===== config.mk =====
export PLATFORM = sky130hd
export DESIGN_NAME = control_sequencer
export DESIGN_NICKNAME = d
export VERILOG_FILES = /design/src/rtl/control_sequencer.sv
export SDC_FILE = /design/constraint.sdc
export NUM_CORES = 1
export LEC_CHECK = 0
export ABC_AREA = 1
export ABC_CLOCK_PERIOD_IN_PS = 2300
export CAP_MARGIN = 20
export CORE_MARGIN = 2
export CORE_UTILIZATION = 35
export CTS_CLUSTER_SIZE = 25
export DETAILED_ROUTE_END_ITERATION = 12
export GPL_TIMING_DRIVEN = 0
export MAX_ROUTING_LAYER = met4
export PLACE_DENSITY = 0.85
export SLEW_MARGIN = 5
export SYNTH_ARGS = -nofsm -noshare
export SYNTH_HDL_FRONTEND = slang
export SYNTH_SLANG_ARGS = --single-unit

===== constraint.sdc =====
create_clock -name clock -period 2.3 [get_ports clock]
set_clock_uncertainty 0.2 [all_clocks]
set_input_delay 0.345 -clock clock [delete_from_list [all_inputs] [get_ports clock]]
set_output_delay 0.345 -clock clock [all_outputs]
set_load 0.005 [all_outputs]

===== src/rtl/control_sequencer.sv =====
// control_sequencer
//   Moore control sequencer for the register-select stage. Each instruction
//   steps through fetch (T0-T2) and execute (T3-T7); HALT is terminal until
//   clear. Strobes decode from state and IR only.
//
//   state | meaning
//   T0    | PC -> MAR, PC+1 -> Z
//   T1    | Z -> PC (first cycle only), memory read, wait mem_ready
//   T2    | MDR -> IR
//   T3    | execute step 1 / opcode dispatch
//   T4    | ALU operation into Z
//   T5    | Z -> Ra (ALU forms) or Z -> MAR (ld/st)
//   T6    | ld: read wait / st: Ra -> MDR
//   T7    | ld: MDR -> Ra / st: write wait
//   HALT  | stopped, run=0
//
// Ports:
//   clock, clear          rising-edge clock, async active-high reset
//   IR[31:0]              instruction register (opcode in IR[31:27])
//   mem_ready             memory finished current Read/Write
//   PCout..BAout          datapath and register-select strobes
//   alu_op[ALUW-1:0]      ALU operation, meaningful only while Zin=1
//   run                   0 once halted
//   illegal               T3 pulse for unsupported opcode
module control_sequencer #(
    parameter int OPW  = 5,
    parameter int ALUW = 5
) (
    input  logic            clock,
    input  logic            clear,
    input  logic [31:0]     IR,
    input  logic            mem_ready,
    output logic            PCout,
    output logic            PCin,
    output logic            IncPC,
    output logic            MARin,
    output logic            MDRin,
    output logic            MDRout,
    output logic            Read,
    output logic            Write,
    output logic            IRin,
    output logic            Yin,
    output logic            Zin,
    output logic            Zlowout,
    output logic            Cout,
    output logic            Gra,
    output logic            Grb,
    output logic            Grc,
    output logic            Rin,
    output logic            Rout,
    output logic            BAout,
    output logic [ALUW-1:0] alu_op,
    output logic            run,
    output logic            illegal
);

    localparam logic [OPW-1:0] OP_LD   = OPW'(5'b00000);
    localparam logic [OPW-1:0] OP_LDI  = OPW'(5'b00001);
    localparam logic [OPW-1:0] OP_ST   = OPW'(5'b00010);
    localparam logic [OPW-1:0] OP_ADD  = OPW'(5'b00011);
    localparam logic [OPW-1:0] OP_SUB  = OPW'(5'b00100);
    localparam logic [OPW-1:0] OP_AND  = OPW'(5'b00101);
    localparam logic [OPW-1:0] OP_OR   = OPW'(5'b00110);
    localparam logic [OPW-1:0] OP_ADDI = OPW'(5'b01100);
    localparam logic [OPW-1:0] OP_ANDI = OPW'(5'b01101);
    localparam logic [OPW-1:0] OP_ORI  = OPW'(5'b01110);
    localparam logic [OPW-1:0] OP_JR   = OPW'(5'b10100);
    localparam logic [OPW-1:0] OP_NOP  = OPW'(5'b11010);
    localparam logic [OPW-1:0] OP_HALT = OPW'(5'b11011);

    localparam logic [ALUW-1:0] ALU_ADD = ALUW'(5'b00011);
    localparam logic [ALUW-1:0] ALU_SUB = ALUW'(5'b00100);
    localparam logic [ALUW-1:0] ALU_AND = ALUW'(5'b00101);
    localparam logic [ALUW-1:0] ALU_OR  = ALUW'(5'b00110);

    typedef enum logic [3:0] {
        S_T0, S_T1, S_T2, S_T3, S_T4, S_T5, S_T6, S_T7, S_HALT
    } state_t;

    state_t r_state;
    state_t w_next;
    logic   r_t1_first;

    logic [OPW-1:0]  w_op;
    logic            w_rrr, w_imm, w_mem, w_ld, w_st;
    logic [ALUW-1:0] w_alu;
    logic            w_unused_ir;

    assign w_op        = IR[31 -: OPW];
    assign w_unused_ir = ^IR[31-OPW:0];

    assign w_ld  = (w_op == OP_LD);
    assign w_st  = (w_op == OP_ST);
    assign w_mem = w_ld || w_st;
    assign w_rrr = (w_op == OP_ADD) || (w_op == OP_SUB) ||
                   (w_op == OP_AND) || (w_op == OP_OR);
    assign w_imm = (w_op == OP_ADDI) || (w_op == OP_ANDI) || (w_op == OP_ORI);

    always_comb begin
        w_alu = ALU_ADD;
        case (w_op)
            OP_SUB:          w_alu = ALU_SUB;
            OP_AND, OP_ANDI: w_alu = ALU_AND;
            OP_OR,  OP_ORI:  w_alu = ALU_OR;
            default:         w_alu = ALU_ADD;
        endcase
    end

    // Set on the T0->T1 transition so PCin fires only in the first T1 cycle
    // even when the read waits.
    always_ff @(posedge clock or posedge clear) begin
        if (clear) begin
            r_state    <= S_T0;
            r_t1_first <= 1'b0;
        end else begin
            r_state    <= w_next;
            r_t1_first <= (r_state == S_T0);
        end
    end

    always_comb begin
        w_next  = r_state;
        PCout   = 1'b0; PCin    = 1'b0; IncPC   = 1'b0; MARin  = 1'b0;
        MDRin   = 1'b0; MDRout  = 1'b0; Read    = 1'b0; Write  = 1'b0;
        IRin    = 1'b0; Yin     = 1'b0; Zin     = 1'b0; Zlowout = 1'b0;
        Cout    = 1'b0; Gra     = 1'b0; Grb     = 1'b0; Grc    = 1'b0;
        Rin     = 1'b0; Rout    = 1'b0; BAout   = 1'b0;
        alu_op  = '0;
        illegal = 1'b0;
        run     = (r_state != S_HALT);

        case (r_state)
            S_T0: begin
                PCout = 1'b1; MARin = 1'b1; IncPC = 1'b1;
                Zin = 1'b1; alu_op = ALU_ADD;
                w_next = S_T1;
            end
            S_T1: begin
                Zlowout = 1'b1; Read = 1'b1; MDRin = 1'b1;
                PCin = r_t1_first;
                if (mem_ready) w_next = S_T2;
            end
            S_T2: begin
                MDRout = 1'b1; IRin = 1'b1;
                w_next = S_T3;
            end
            S_T3: begin
                if (w_rrr || w_imm) begin
                    Grb = 1'b1; Rout = 1'b1; Yin = 1'b1;
                    w_next = S_T4;
                end else if (w_mem || w_op == OP_LDI) begin
                    Grb = 1'b1; BAout = 1'b1; Yin = 1'b1;
                    w_next = S_T4;
                end else if (w_op == OP_JR) begin
                    Gra = 1'b1; Rout = 1'b1; PCin = 1'b1;
                    w_next = S_T0;
                end else if (w_op == OP_HALT) begin
                    w_next = S_HALT;
                end else begin
                    illegal = (w_op != OP_NOP);
                    w_next  = S_T0;
                end
            end
            S_T4: begin
                Zin = 1'b1;
                alu_op = w_alu;
                if (w_rrr) begin
                    Grc = 1'b1; Rout = 1'b1;
                end else begin
                    Cout = 1'b1;
                end
                w_next = S_T5;
            end
            S_T5: begin
                Zlowout = 1'b1;
                if (w_mem) begin
                    MARin  = 1'b1;
                    w_next = S_T6;
                end else begin
                    Gra = 1'b1; Rin = 1'b1;
                    w_next = S_T0;
                end
            end
            S_T6: begin
                if (w_st) begin
                    Gra = 1'b1; Rout = 1'b1; MDRin = 1'b1;
                    w_next = S_T7;
                end else begin
                    Read = 1'b1; MDRin = 1'b1;
                    if (mem_ready) w_next = S_T7;
                end
            end
            S_T7: begin
                if (w_st) begin
                    Write = 1'b1;
                    if (mem_ready) w_next = S_T0;
                end else begin
                    MDRout = 1'b1; Gra = 1'b1; Rin = 1'b1;
                    w_next = S_T0;
                end
            end
            S_HALT: w_next = S_HALT;
            default: w_next = S_T0;
        endcase

        // clear forces quiet outputs the same cycle, including a pending Read/Write.
        if (clear) begin
            PCout   = 1'b0; PCin    = 1'b0; IncPC   = 1'b0; MARin  = 1'b0;
            MDRin   = 1'b0; MDRout  = 1'b0; Read    = 1'b0; Write  = 1'b0;
            IRin    = 1'b0; Yin     = 1'b0; Zin     = 1'b0; Zlowout = 1'b0;
            Cout    = 1'b0; Gra     = 1'b0; Grb     = 1'b0; Grc    = 1'b0;
            Rin     = 1'b0; Rout    = 1'b0; BAout   = 1'b0;
            alu_op  = '0;
            illegal = 1'b0;
            run     = 1'b1;
        end
    end

endmodule


==> impl_metrics.ini, run 1 <==
[worst_setup_path]
endpoint_kind = output port
r2r_setup_slack_ns = 0.59
worstReg2RegEnd = r_state[1]$_DFFE_PP0P_
worst-path-max-fanout = 4
reg2reg_from = r_state[3]$_DFFE_PP0P_
cp.required_ns = 1.75
reg2regPathDepth = 10
arrival_ns = 1.76
worstSetupPathType = reg -> out
startpoint_type = flip-flop

[synthesis]
syn_avg_cell_area_sq_um = 5.70
syn_inst = 129
seq_area_frac_synth_pct = 17.0
syn_area_sq_um = 736
yosys.area.top_type_share_pct = 17.0
ys_ff_latch = 5
synth_warnings = 0
synth.area.top_cells = dfrtp_1 (17%), nor2_1 (14%), nand2_1 (14%), inv_1 (6.1%), nand2_2 (5.1%)
synth_cell_type_count = 24
yosys.area.top_type = dfrtp_1

[job]
maxCapViolations = 0

[clock_network]
clkLatencyLatePin_ns = 0.26
cts.sinks = 5
cts.path.max_buffers = 2
clk_pin_slew_ns = 0.04
htreeDepth = 1
cts_tree = done
root_buffer = clkbuf_4
numCtsBuffers = 3

[floorplanning]
die_area_sq_um = 2480
start_util_pct = 37.1
core_sq_um = 1980
io_pins = 61
die_width_um = 49.8
row_count = 16
fp.dieH_um = 49.8

[sta]
setup_slack_ns = -0.00820
fmax_mhz = 433
slew_viol_final = 0
fin_tns_setup_ns = -0.00820
hold_violations = 0
setup_viol = 1
hold_slack_ns = 0.262
rsz0062_at_grt = yes
fin_crit_ns = 2.31
min_period_over_period_pct = 100

[run_status]
violations = negative setup slack
run_status = finished with violations

[cells_and_area]
drive_gt1_share_pct = 45.3
area_growth_pct = 82.3
diodes = 0
layout.nets = 217

[detailed_routing]
postRouteAntennaNets = 0
met2_length_um = 1620
post_drt_wl_per_cell_um = 14.5
viasPerCell = 5.18
vias = 1077
dr_wl_met3_um = 170
drc = 0
totalWireLength_um = 3020
met1_length_um = 1140
drt_iter0_drc = 39
firstDrtPassIters = 4
top_layer_used = met4

[power]
p_int_mw = 0.530
leakagePower_nw = 0.792
p_seq_share_pct = 17.0
peakVddDrop_mv = 0.414
p_sw_mw = 0.507
p_total_mw = 1.04
netSwitchingFraction_pct = 48.9
pwr-share-clk_pct = 10.4
comb_power_share_pct = 72.6
powerDensity_nw_per_um2 = 773

[grt]
antenna_found_initial = 0
grt_pass1_wl_um = 4110
grtUsageTotal_pct = 21.7
grt_max_degree = 11
overflow = 0
first_global_vias = 955

[worst_hold_path]
min-delay-start = IR[27]
min_delay_path_depth = 2
min_path_type = in -> reg
worstHoldEndpoint = r_state[3]$_DFFE_PP0P_

[placement]
hpwl_um = 1810
io_buffers = 30
globalplace.congestion = 0.889
==> critical path: stages, from the launching register on <==
cell	delay (ns)
dfrtp_1	0.42
buf_4	0.15
inv_2	0.07
nand2_4	0.09
nor3_4	0.18
nand2_1	0.12
nand2_1	0.07
nor2_1	0.05
a21oi_1	0.11
dlygate4sd2_1	0.25
==> metrics by stage <==
step,area [sq um],setup slack (ns),instances,util [%]
4_1_cts,1200,-0.104,200,60.7
5_1_grt,1340,-0.0619,208,67.7
3_3_place_gp,1070,-0.483,187,54.2
3_5_place_dp,1070,-0.538,187,54.2
2_1_floorplan,739,0.635,130,-
6_report,1340,-0.00820,208,67.7
==> routing by layer <==
layer | up-vias | global-route usage [%]
li1 | 504 | -
met1 | 509 | 23.4
met2 | 53 | 40.4
met3 | 11 | 0.909
met4 | 0 | 10.2
met5 | - | -
==> kinds of logic (layout without fill, tap and decap cells) <==
group,count (synthesis),count (layout),synth area share (%)
DFF,5,5,17.0
buffers and inverters,28,79,16.5
and+or+nand+nor,82,82,54.4
AOI/OAI and AO/OA,13,13,11.6
other,1,2,0.510
==> layout make-up <==
class                           count  area, sq um
Tap cell                           27         33.8
Clock buffer                        4         26.3
Inverter                           22         86.3
Timing Repair Buffer               47          407
Fill cell                         165          641
Buffer                              6         38.8
Multi-Input combinational cell     97          621
Sequential cell                     5          129
==> synth_stat cells <==
master	instances
nor3_2	1
nor3_1	3
a31oi_1	4
a41oi_1	1
dfrtp_1	5
nand4_2	1
a21oi_1	5
inv_2	9
nand3b_1	1
clkinv_2	1
buf_4	4
a21oi_2	2
conb_1	1
nand3_1	7
a31o_1	1
nand2_2	6
nand3_2	3
clkbuf_1	2
nor2_4	3
inv_1	12
nor4_1	1
nor2_2	1
nor2_1	28
nand2_1	27
==> power groups by stage <==
stage	registers [mW]	clock network, mW	logic (mW)
after floorplan	0.145	0	0.307
after global placement	0.153	0	0.509
after detailed placement	0.156	0	0.521
after CTS	0.163	0.107	0.583
after global routing	0.178	0.109	0.809
final	0.176	0.108	0.753
==> worst max path at each step <==
| stage | end | startpoint | cells past startpoint | slack, ns |
|---|---|---|---|---|
| floorplan | Yin | IR[27] | 8 | 0.64 |
| global placement | Yin | IR[29] | 11 | -0.48 |
| detailed placement | Yin | IR[29] | 11 | -0.54 |
| CTS | PCout | r_state[0]$_DFFE_PP0P_ | 7 | -0.10 |
| global route | illegal | r_state[0]$_DFFE_PP0P_ | 9 | -0.06 |
| finish | Rout | r_state[3]$_DFFE_PP0P_ | 9 | -0.008 |
==> cells in the final DEF, fill, tap and decap left out, types with 5 or more instances in the layout <==
cell / n
buf_4: 20
nor2_4: 12
nor2_1: 16
nand2_1: 21
nand3_1: 7
nand2_2: 9
inv_1: 11
dlygate4sd2_1: 15
dlymetal6s2s_1: 5
inv_2: 9
==> sequential cells by signal (all words and copies together) (netlist names) <==
name        cells
r_t1_first      1
r_state         4
==> timing repair <==
| item | 4_1_cts | 5_1_grt |
|---|---|---|
| hold buffers | 1 | 0 |
| hold endpoints to repair | 5 | 0 |
| gates resized for setup | 53 | 33 |
| endpoints found under the setup margin | 20 | 7 |
| buffers inserted | 8 | 8 |
| cloned | 0 | 0 |
| pin swaps | 7 | 10 |
Power figures use the tool's default switching activity.
==> run 2, diff against run 1 <==
Settings changed: CELL_PAD_IN_SITES_DETAIL_PLACEMENT from default to 1, CELL_PAD_IN_SITES_GLOBAL_PLACEMENT from default to 1, CORE_UTILIZATION 35 to 21, PLACE_DENSITY 0.85 to 0.84.
==> run 2 against run 1 <==
Effect of this change:
- the run still ends with negative setup slack left
- sequential cell count is the same
- first-iteration DRC count shrank 41%
- power shrank 11%
- via count shrank 5.9%
- count of clock-buffer cells in the layout is the same
- maximum frequency shrank 2.0%
- final cell count grew 8.7%
- critical endpoint is now PCout
- largest cell class unchanged
==> impl_metrics.ini, run 2 (synthesized netlist as in run 1, its figures left out) <==
[run_status]
run_status = finished with violations
violations = negative setup slack

[cells_and_area]
drive_gt1_share_pct = 40.0
final_common_cell = nand2_1
nFillCells = 465
largest_register_ffs = 4
diodes = 0
largest_registers = r_state x4, r_t1_first x1
final_cell_mix = nand2_1 (24), buf_4 (19), nor2_1 (18), inv_1 (11), inv_2 (10)
area_growth_pct = 74.5
layout.nets = 216
utilization_pct = 38.2
largest_register = r_state

[sta]
hold_slack_ns = 0.239
rsz0062_at_grt = yes
setup_viol = 2
fin_tns_setup_ns = -0.0946
fmax_mhz = 425
setup_slack_ns = -0.0545
fin_crit_ns = 2.35
hold_violations = 0
min_period_over_period_pct = 102
slew_viol_final = 0

[worst_hold_path]
min_path_type = in -> reg
min-delay-start = IR[27]

[power]
p_total_mw = 0.925
p_seq_share_pct = 17.2
p_int_mw = 0.496
p_sw_mw = 0.430
comb_power_share_pct = 72.0
leakagePower_nw = 0.711
pwr-share-clk_pct = 10.8
netSwitchingFraction_pct = 46.4
powerDensity_nw_per_um2 = 721
peakVddDrop_mv = 0.231

[placement]
globalplace.congestion = 0.800
hpwl_um = 2090
io_buffers = 30
pre_cts_slack_ns = -0.541

[worst_setup_path]
reg2reg_from = r_state[3]$_DFFE_PP0P_
max_stage_delay_ns = 0.48
cp.required_ns = 1.75
startpoint_type = flip-flop
worstSetupPathType = reg -> out
cp_top_family = buffers and inverters
arrival_ns = 1.81
cp_cell_sequence = nor2_2 > inv_2 > nor2_2 > inv_2 > nor2_2 > buf_4 > clkdlybuf4s50_1
endpoint_kind = output port
slowest_stage = clkdlybuf4s50_1
worst-path-max-fanout = 5
path_buf_inv = 4
cpMostUsedCell = nor2_2
crit_start = r_state[3]$_DFFE_PP0P_

[detailed_routing]
drc = 0
vias = 1013
postRouteAntennaNets = 0
firstDrtPassIters = 4
drt_iter0_drc = 23
totalWireLength_um = 2800
viasPerCell = 4.48
post_drt_wl_per_cell_um = 12.4

[clock_network]
numCtsBuffers = 3
root_buffer = clkbuf_4
clkLatencyLatePin_ns = 0.24
cts.path.max_buffers = 2
cts.sinks = 5
cts_tree = done
clk_pin_slew_ns = 0.04
htreeDepth = 1

[floorplanning]
start_util_pct = 21.9
die_width_um = 63.2
die_area_sq_um = 3990
fp.dieH_um = 63.2
row_count = 21
core_sq_um = 3360
io_pins = 61

[grt]
grtUsageTotal_pct = 14.2
first_global_vias = 1043
antenna_found_initial = 0
grt_pass1_wl_um = 4470
grt_max_degree = 11
overflow = 0

[job]
maxCapViolations = 0
==> run 2: changes by cell type in the layout (fill, tap and decap cells not counted), moves of 3 or more <==
cell | before | now
dlygate4sd2_1 | 15 | 9
clkdlybuf4s50_1 | 4 | 9
nand2_1 | 21 | 24
nor2_4 | 12 | 6
nor2_2 | 4 | 8
==> run 2: power by group through the flow <==
stage                     clock network (mW)  registers [mW]  logic, mW
after CTS                              0.105           0.153      0.622
after global routing                   0.112           0.163      0.729
after floorplan                            0           0.145      0.307
after detailed placement                   0           0.153      0.539
after global placement                     0           0.152      0.529
final                                  0.100           0.159      0.666
==> run 2: path summary, 6_finish.rpt <==
kind,to,slack (ns),depth (start not counted)
min reg2reg,r_state[1]$_DFFE_PP0P_,0.42,2
min in group asynchronous,r_t1_first$_DFF_PP0_,0.53,3
max reg2reg,r_state[2]$_DFFE_PP0P_,0.69,9
min,r_state[3]$_DFFE_PP0P_,0.24,2
max in group asynchronous,r_state[1]$_DFFE_PP0P_,1.15,3
max,PCout,-0.05,7
==> run 2: area by class of cell <==
class                   count  area, sq um  area share [%]
inverters                  22         83.8            6.53
well taps                  46         57.6            4.48
clock buffers               4         26.3            2.05
multi-input cells          97          559            43.6
plain buffers               6         37.5            2.92
flip-flops and latches      5          128            9.94
repair buffers             46          392            30.5
==> run 2: per-stage QoR <==
step / area [sq um] / cells
floorplan: 739 / 130
global placement: 1100 / 206
detailed placement: 1100 / 206
CTS: 1210 / 218
global route: 1280 / 226
finish: 1280 / 226
==> run 2: repair_timing <==
item / CTS / global route
buffers inserted: 7 / 8
endpoints found under the setup margin: 20 / 11
pin swaps: 7 / 8
endpoints found under the hold margin: 5 / 0
hold buffers: 1 / 0
resized for setup: 46 / 20
==> run 2: layer usage <==
layer	GRT usage [%]	up-vias	wire (um)
li1	-	500	-
met1	16.2	479	1240
met2	25.7	30	1420
met3	1.25	4	97
met4	5.43	0	36
met5	-	-	0
==> RTL change 1, RTL diff (flow settings as in run 2) <==
Re-encode `state_t` (9 states) as Gray code, 4 bits wide.
--- a/src/rtl/control_sequencer.sv
+++ b/src/rtl/control_sequencer.sv
@@ -75,5 +75,5 @@
 
     typedef enum logic [3:0] {
-        S_T0, S_T1, S_T2, S_T3, S_T4, S_T5, S_T6, S_T7, S_HALT
+        S_T0 = 4'b0000, S_T1 = 4'b0001, S_T2 = 4'b0011, S_T3 = 4'b0010, S_T4 = 4'b0110, S_T5 = 4'b0111, S_T6 = 4'b0101, S_T7 = 4'b0100, S_HALT = 4'b1100
     } state_t;
 
Function: no difference found for any inputs over 10 cycles, from zero or initial values; not proved beyond that.
==> RTL change 1 against run 2 <==
The flow still finishes with violations (setup timing); setup slack improved by 0.047 ns; wire length fell by 4.0%; sequential cell count did not move; synthesized area rose by 1.2%; global-route usage fell by 0.66 points; count of clock-buffer cells in the layout did not move; design area rose by 4.9%; power rose by 25%.
==> RTL change 1: results (changes against run 2) <==
- DR vias/cell: 4.47 (-0.24%)
- H-tree level count: 1 (unchanged)
- Peak supply drop: 0.233 mV (+1.1%)
- Max Fanout on Critical Path: 9 (+4)
- Inst Count DP: 203 (-1.5%)
- First-pass GRT wire length: 4.22 mm (-5.7%)
- Top cells by area, synth: dfrtp_1 (17%), nor2_1 (12%), nand2_1 (12%), a21oi_1 (6.1%), nor2_4 (6.1%)
- Final WS setup: -0.00766 ns (+0.0468 ns)
- Met3 WL post-DR: 102 µm (+5.2%)
- Post-CTS Resized: 60 (+30%)
- Violated checks: setup timing
- Reg2reg setup slack: 0.49 ns (-0.20 ns)
- Endpoints failing setup: 1 (-1)
- Area of the multi-input gates: 599 µm² (+7.2%)
- Distinct cells, synth: 27 (+13%)
- Sequential share of the synthesized area: 16.8% (-0.20 points)
- GR Util met2: 22.5% (-3.2 points)
- Pleak: 0.717 nW (+0.74%)
- Fillcell total: 473 (+1.7%)
- Met2 routed WL: 1.33 mm (-6.9%)
- Hold Crit Class: flip-flop to flip-flop
- Largest net degree at the start of global routing: 11 (unchanged)
- GR Util met1: 15.6% (-0.66 points)
- GP Congestion: 0.812 (+1.6%)
- Async SR Flop Fraction: 100% (unchanged)
- Vias in the first global route: 1007 (-3.5%)
- CP Data Arrival Time: 1.76 ns (-0.05 ns)
- DRT Wirelength: 2.69 mm (-4.0%)
- Mapped Avg Cell Area: 5.91 µm² (+3.6%)
- Finished Layout Cells: 227 (+0.44%)
- DRT iter0 DRCs: 27 (+17%)
- Outcome: complete, but fails checks
- GR Util met3: 1.43% (+0.18 points)
- Commonest cells in the netlist: nor2_1 (24), nand2_1 (23), inv_2 (10)
- Post-CTS setup buffers: 11 (+4)
- Net count, final: 217 (+0.46%)
- Insertion delay to the later sink of the worst-skew pair: 0.25 ns
- GRT Total Usage: 13.6% (-0.66 points)
- Final hold slack: 0.404 ns (+0.165 ns)
- HPWL Detailed: 1.95 mm (-6.9%)
- Wl on met1: 1.16 mm (-6.4%)
- Dpl cell area: 1110 µm² (+0.80%)
- Share of layout cells above drive strength 1: 44.8% (+4.8 points)
RTL change 1: logic make-up (layout without fill, tap and decap cells):
kind of cell           after synthesis  in the layout  share of synthesized area, %
AO/OA/AOI/OAI                       14             14                          11.6
buffers and inverters               25             79                          15.6
flip-flops                           5              5                          16.8
other                                1              2                         0.504
AND/OR/NAND/NOR                     81             81                          55.5
RTL change 1: stage by stage:
stage	worst slack [ns]	power [mW]	setup TNS, ns
floorplan	0.595	0.556	0
global placement	-0.562	0.799	-4.78
detailed placement	-0.612	0.809	-5.06
CTS	-0.185	1.03	-0.450
global route	-0.0993	1.26	-0.306
finish	-0.00766	1.16	-0.00766
RTL change 1: report_power, final:
| group | internal [mW] | leakage (nW) | total [mW] | switching [mW] |
|---|---|---|---|---|
| clock network | 0.0657 | 0.0150 | 0.103 | 0.0375 |
| logic | 0.423 | 0.640 | 0.909 | 0.486 |
| registers | 0.124 | 0.0613 | 0.148 | 0.0240 |
RTL change 1: cell type report:
type / count / area share (%)
plain buffers: 7 / 3.62
clock buffers: 4 / 1.95
inverters: 18 / 5.39
multi-input cells: 97 / 44.5
flip-flops and latches: 5 / 9.48
well taps: 46 / 4.28
repair buffers: 50 / 30.8
RTL change 1: critical path, cell delays in order (launching register included):
cell and delay, ns:
dfrtp_1 0.36, buf_6 0.14, nor2_1 0.21, nand2_4 0.11, nor3_2 0.16, clkdlybuf4s50_1 0.52
RTL change 1: path summary, 6_finish.rpt:
path                            startpoint    endpoint  cells past startpoint
worst max-delay path            r_state[0]       BAout                      5
worst min-delay path            r_state[2]  r_state[2]                      3
worst max register to register  r_state[2]  r_state[2]                     13
worst min register to register  r_state[2]  r_state[2]                      3
max in group asynchronous            clear  r_state[1]                      3
min in group asynchronous            clear  r_t1_first                      3
==> RTL change 2, RTL diff (flow settings as in run 2) <==
Made on the original files. Change the parameter `ALUW` from 5 to 4.
--- a/src/rtl/control_sequencer.sv
+++ b/src/rtl/control_sequencer.sv
@@ -25,5 +25,5 @@
 module control_sequencer #(
     parameter int OPW  = 5,
-    parameter int ALUW = 5
+    parameter int ALUW = 4
 ) (
     input  logic            clock,
Ports: changed (resized alu_op); port bits go from 61 to 60. The function was not compared with the original's and may differ.
==> RTL change 2 against run 2 <==
Count of clock-buffer cells in the layout unchanged; core utilization up 2.9 points; synthesized area down 1.0%; wire length up 15%; power up 14%; global-route usage up 1.5 points; setup slack better by 0.083 ns; design area up 6.7%; sequential cell count unchanged; cell count up 2.2%.
==> RTL change 2: results (changes against run 2) <==
- Reg2reg setup slack: 0.63 ns (-0.06 ns)
- Share of layout cells above drive strength 1: 45.9% (+5.9 points)
- Fillcell total: 459 (-1.3%)
- Worst hold path stage count: 2 (unchanged)
- Hold wc startpoint: IR[27]
- First-pass GRT wire length: 4.93 mm (+10%)
- Finished Layout Cells: 231 (+2.2%)
- Slowest CP cell: clkdlybuf4s50_1
- Largest net degree at the start of global routing: 11 (unchanged)
- Inst Count DP: 204 (-0.97%)
- Pwr per Cell Area: 770 nW/µm² (+6.8%)
- Worst slew pin tran: 0.529 ns
- Async SR Flop Fraction: 100% (unchanged)
- Commonest cells in the netlist: nor2_1 (28), nand2_1 (27), inv_1 (12)
- DR vias/cell: 4.49 (+0.25%)
- H-tree level count: 1 (unchanged)
- Top delay family on crit path: buffers and inverters
- Insertion delay to the later sink of the worst-skew pair: 0.24 ns (about the same)
- Syn nets: around 160
- Gate Count Post-Synth: 128 (-0.78%)
- Maximum buffer depth of the clock tree: 2 (unchanged)
- DRT iter0 DRCs: 12 (-48%)
- Worst Hold End: r_state[3]
- Register with the highest flop count: r_state
- CTS buffer count: 3 (unchanged)
- Top cells by area, synth: dfrtp_1 (17%), nor2_1 (14%), nand2_1 (14%), inv_1 (6.2%), nand2_2 (5.2%)
- Vias in the first global route: 1096 (+5.1%)
- Max Fanout on Critical Path: 4 (-1)
- GP Congestion: 0.844 (+5.6%)
- Sequential share of the synthesized area: 17.2% (+0.18 points)
- Pleak: 0.783 nW (+10%)
- Port bufs: 30 (unchanged)
- FF-to-FF End: r_state[2]
- Largest regs: r_state (4), r_t1_first (1)
- Initial antenna violation count: 0 (unchanged)
- Net count, final: 221 (+2.3%)
- CP Data Arrival Time: 1.73 ns (-0.08 ns)
- Clock transition time at the flip-flop clock pins of the worst setup and hold paths: 0.05 ns
- Outcome: finished, final reports clean
- Reg2Reg Depth: 9 (unchanged)
- Hold Crit Class: input pin to flip-flop
- Post-Place Worst Slack: -0.531 ns (+0.00979 ns)
- Router iterations before antenna repair: 4 (unchanged)
- Root Driver: clkbuf_4
- Peak supply drop: 0.234 mV (+1.5%)
- Max incr delay on CP: 0.46 ns (-0.02 ns)
- Distinct cells, synth: 24 (unchanged)
- Wire per inst: 14.0 µm (+13%)
- # diodes: 0 (unchanged)
- HPWL Detailed: 1.99 mm (-4.8%)
- Synth Warn #: 0 (unchanged)
- GRT Total Usage: 15.7% (+1.5 points)
- Reg2Reg Launch Point: r_state[2]
==> RTL change 2: changes by cell type in the layout (fill, tap and decap cells not counted), sizes merged <==
cell	delta
buf	+7
clkbuf	-2
clkdlybuf4s15	-1
clkdlybuf4s50	-3
conb	-1
dlygate4sd2	+4
dlymetal6s2s	+1
==> RTL change 2: kinds of logic (layout without fill, tap and decap cells) <==
| logic type | Yosys count | after routing | synth area share, % |
|---|---|---|---|
| other | 1 | 1 | 0.515 |
| buffers and inverters | 27 | 84 | 15.6 |
| DFF | 5 | 5 | 17.2 |
| and+or+nand+nor | 82 | 82 | 55.0 |
| AOI/OAI and AO/OA | 13 | 13 | 11.7 |
==> RTL change 2: timing repair <==
action / in CTS / in global routing
setup buffers: 17 / 5
hold buffers: 1 / 0
hold endpoints to repair: 5 / 0
gates resized for setup: 53 / 24
setup endpoints to repair: 20 / 10
pin swaps: 12 / 13
==> RTL change 2: metal layers <==
metal / track usage (%) / share of wire, % / wire length (µm)
met5: - / 0 / 0
met2: 28.1 / 53 / 1700
met1: 17.2 / 42 / 1350
met4: 7.50 / 1.3 / 42
met3: 1.98 / 4.0 / 128
==> RTL change 2: worst max-delay path by stage <==
stage / start / slack (ns) / to / cells past startpoint
after detailed placement: IR[29] / -0.53 / Yin / 11
after global routing: r_state[1] / -0.06 / Cout / 6
after global placement: IR[29] / -0.51 / Yin / 11
after floorplan: IR[27] / 0.64 / Yin / 8
final: r_state[1] / 0.03 / run / 5
after CTS: IR[31] / -0.07 / Yin / 10
==> RTL change 2: metrics by stage <==
stage | hold slack [ns] | utilization [%] | power [mW] | instance area, µm² | setup TNS (ns)
after floorplan | 0.105 | - | 0.451 | 728 | 0
after global placement | 0.189 | 32.5 | 0.678 | 1090 | -4.61
after detailed placement | 0.209 | 32.5 | 0.686 | 1090 | -4.93
after CTS | 0.238 | 38.5 | 0.943 | 1280 | -0.0674
after global routing | 0.269 | 41.1 | 1.14 | 1370 | -0.147
final | 0.257 | 41.1 | 1.05 | 1370 | 0
==> RTL change 2: area by class of cell <==
| type | instances | share of cell area (%) |
|---|---|---|
| Multi-Input combinational cell | 96 | 43.4 |
| Timing Repair Buffer | 53 | 33.0 |
| Sequential cell | 5 | 9.22 |
| Inverter | 22 | 6.12 |
| Tap cell | 46 | 4.20 |
| Buffer | 5 | 2.19 |
| Clock buffer | 4 | 1.92 |
==> RTL change 2: power breakdown <==
part	internal, mW	switching, mW	leakage [nW]
Sequential	0.122	0.0304	0.0631
Clock	0.0655	0.0355	0.0150
Combinational	0.373	0.429	0.705
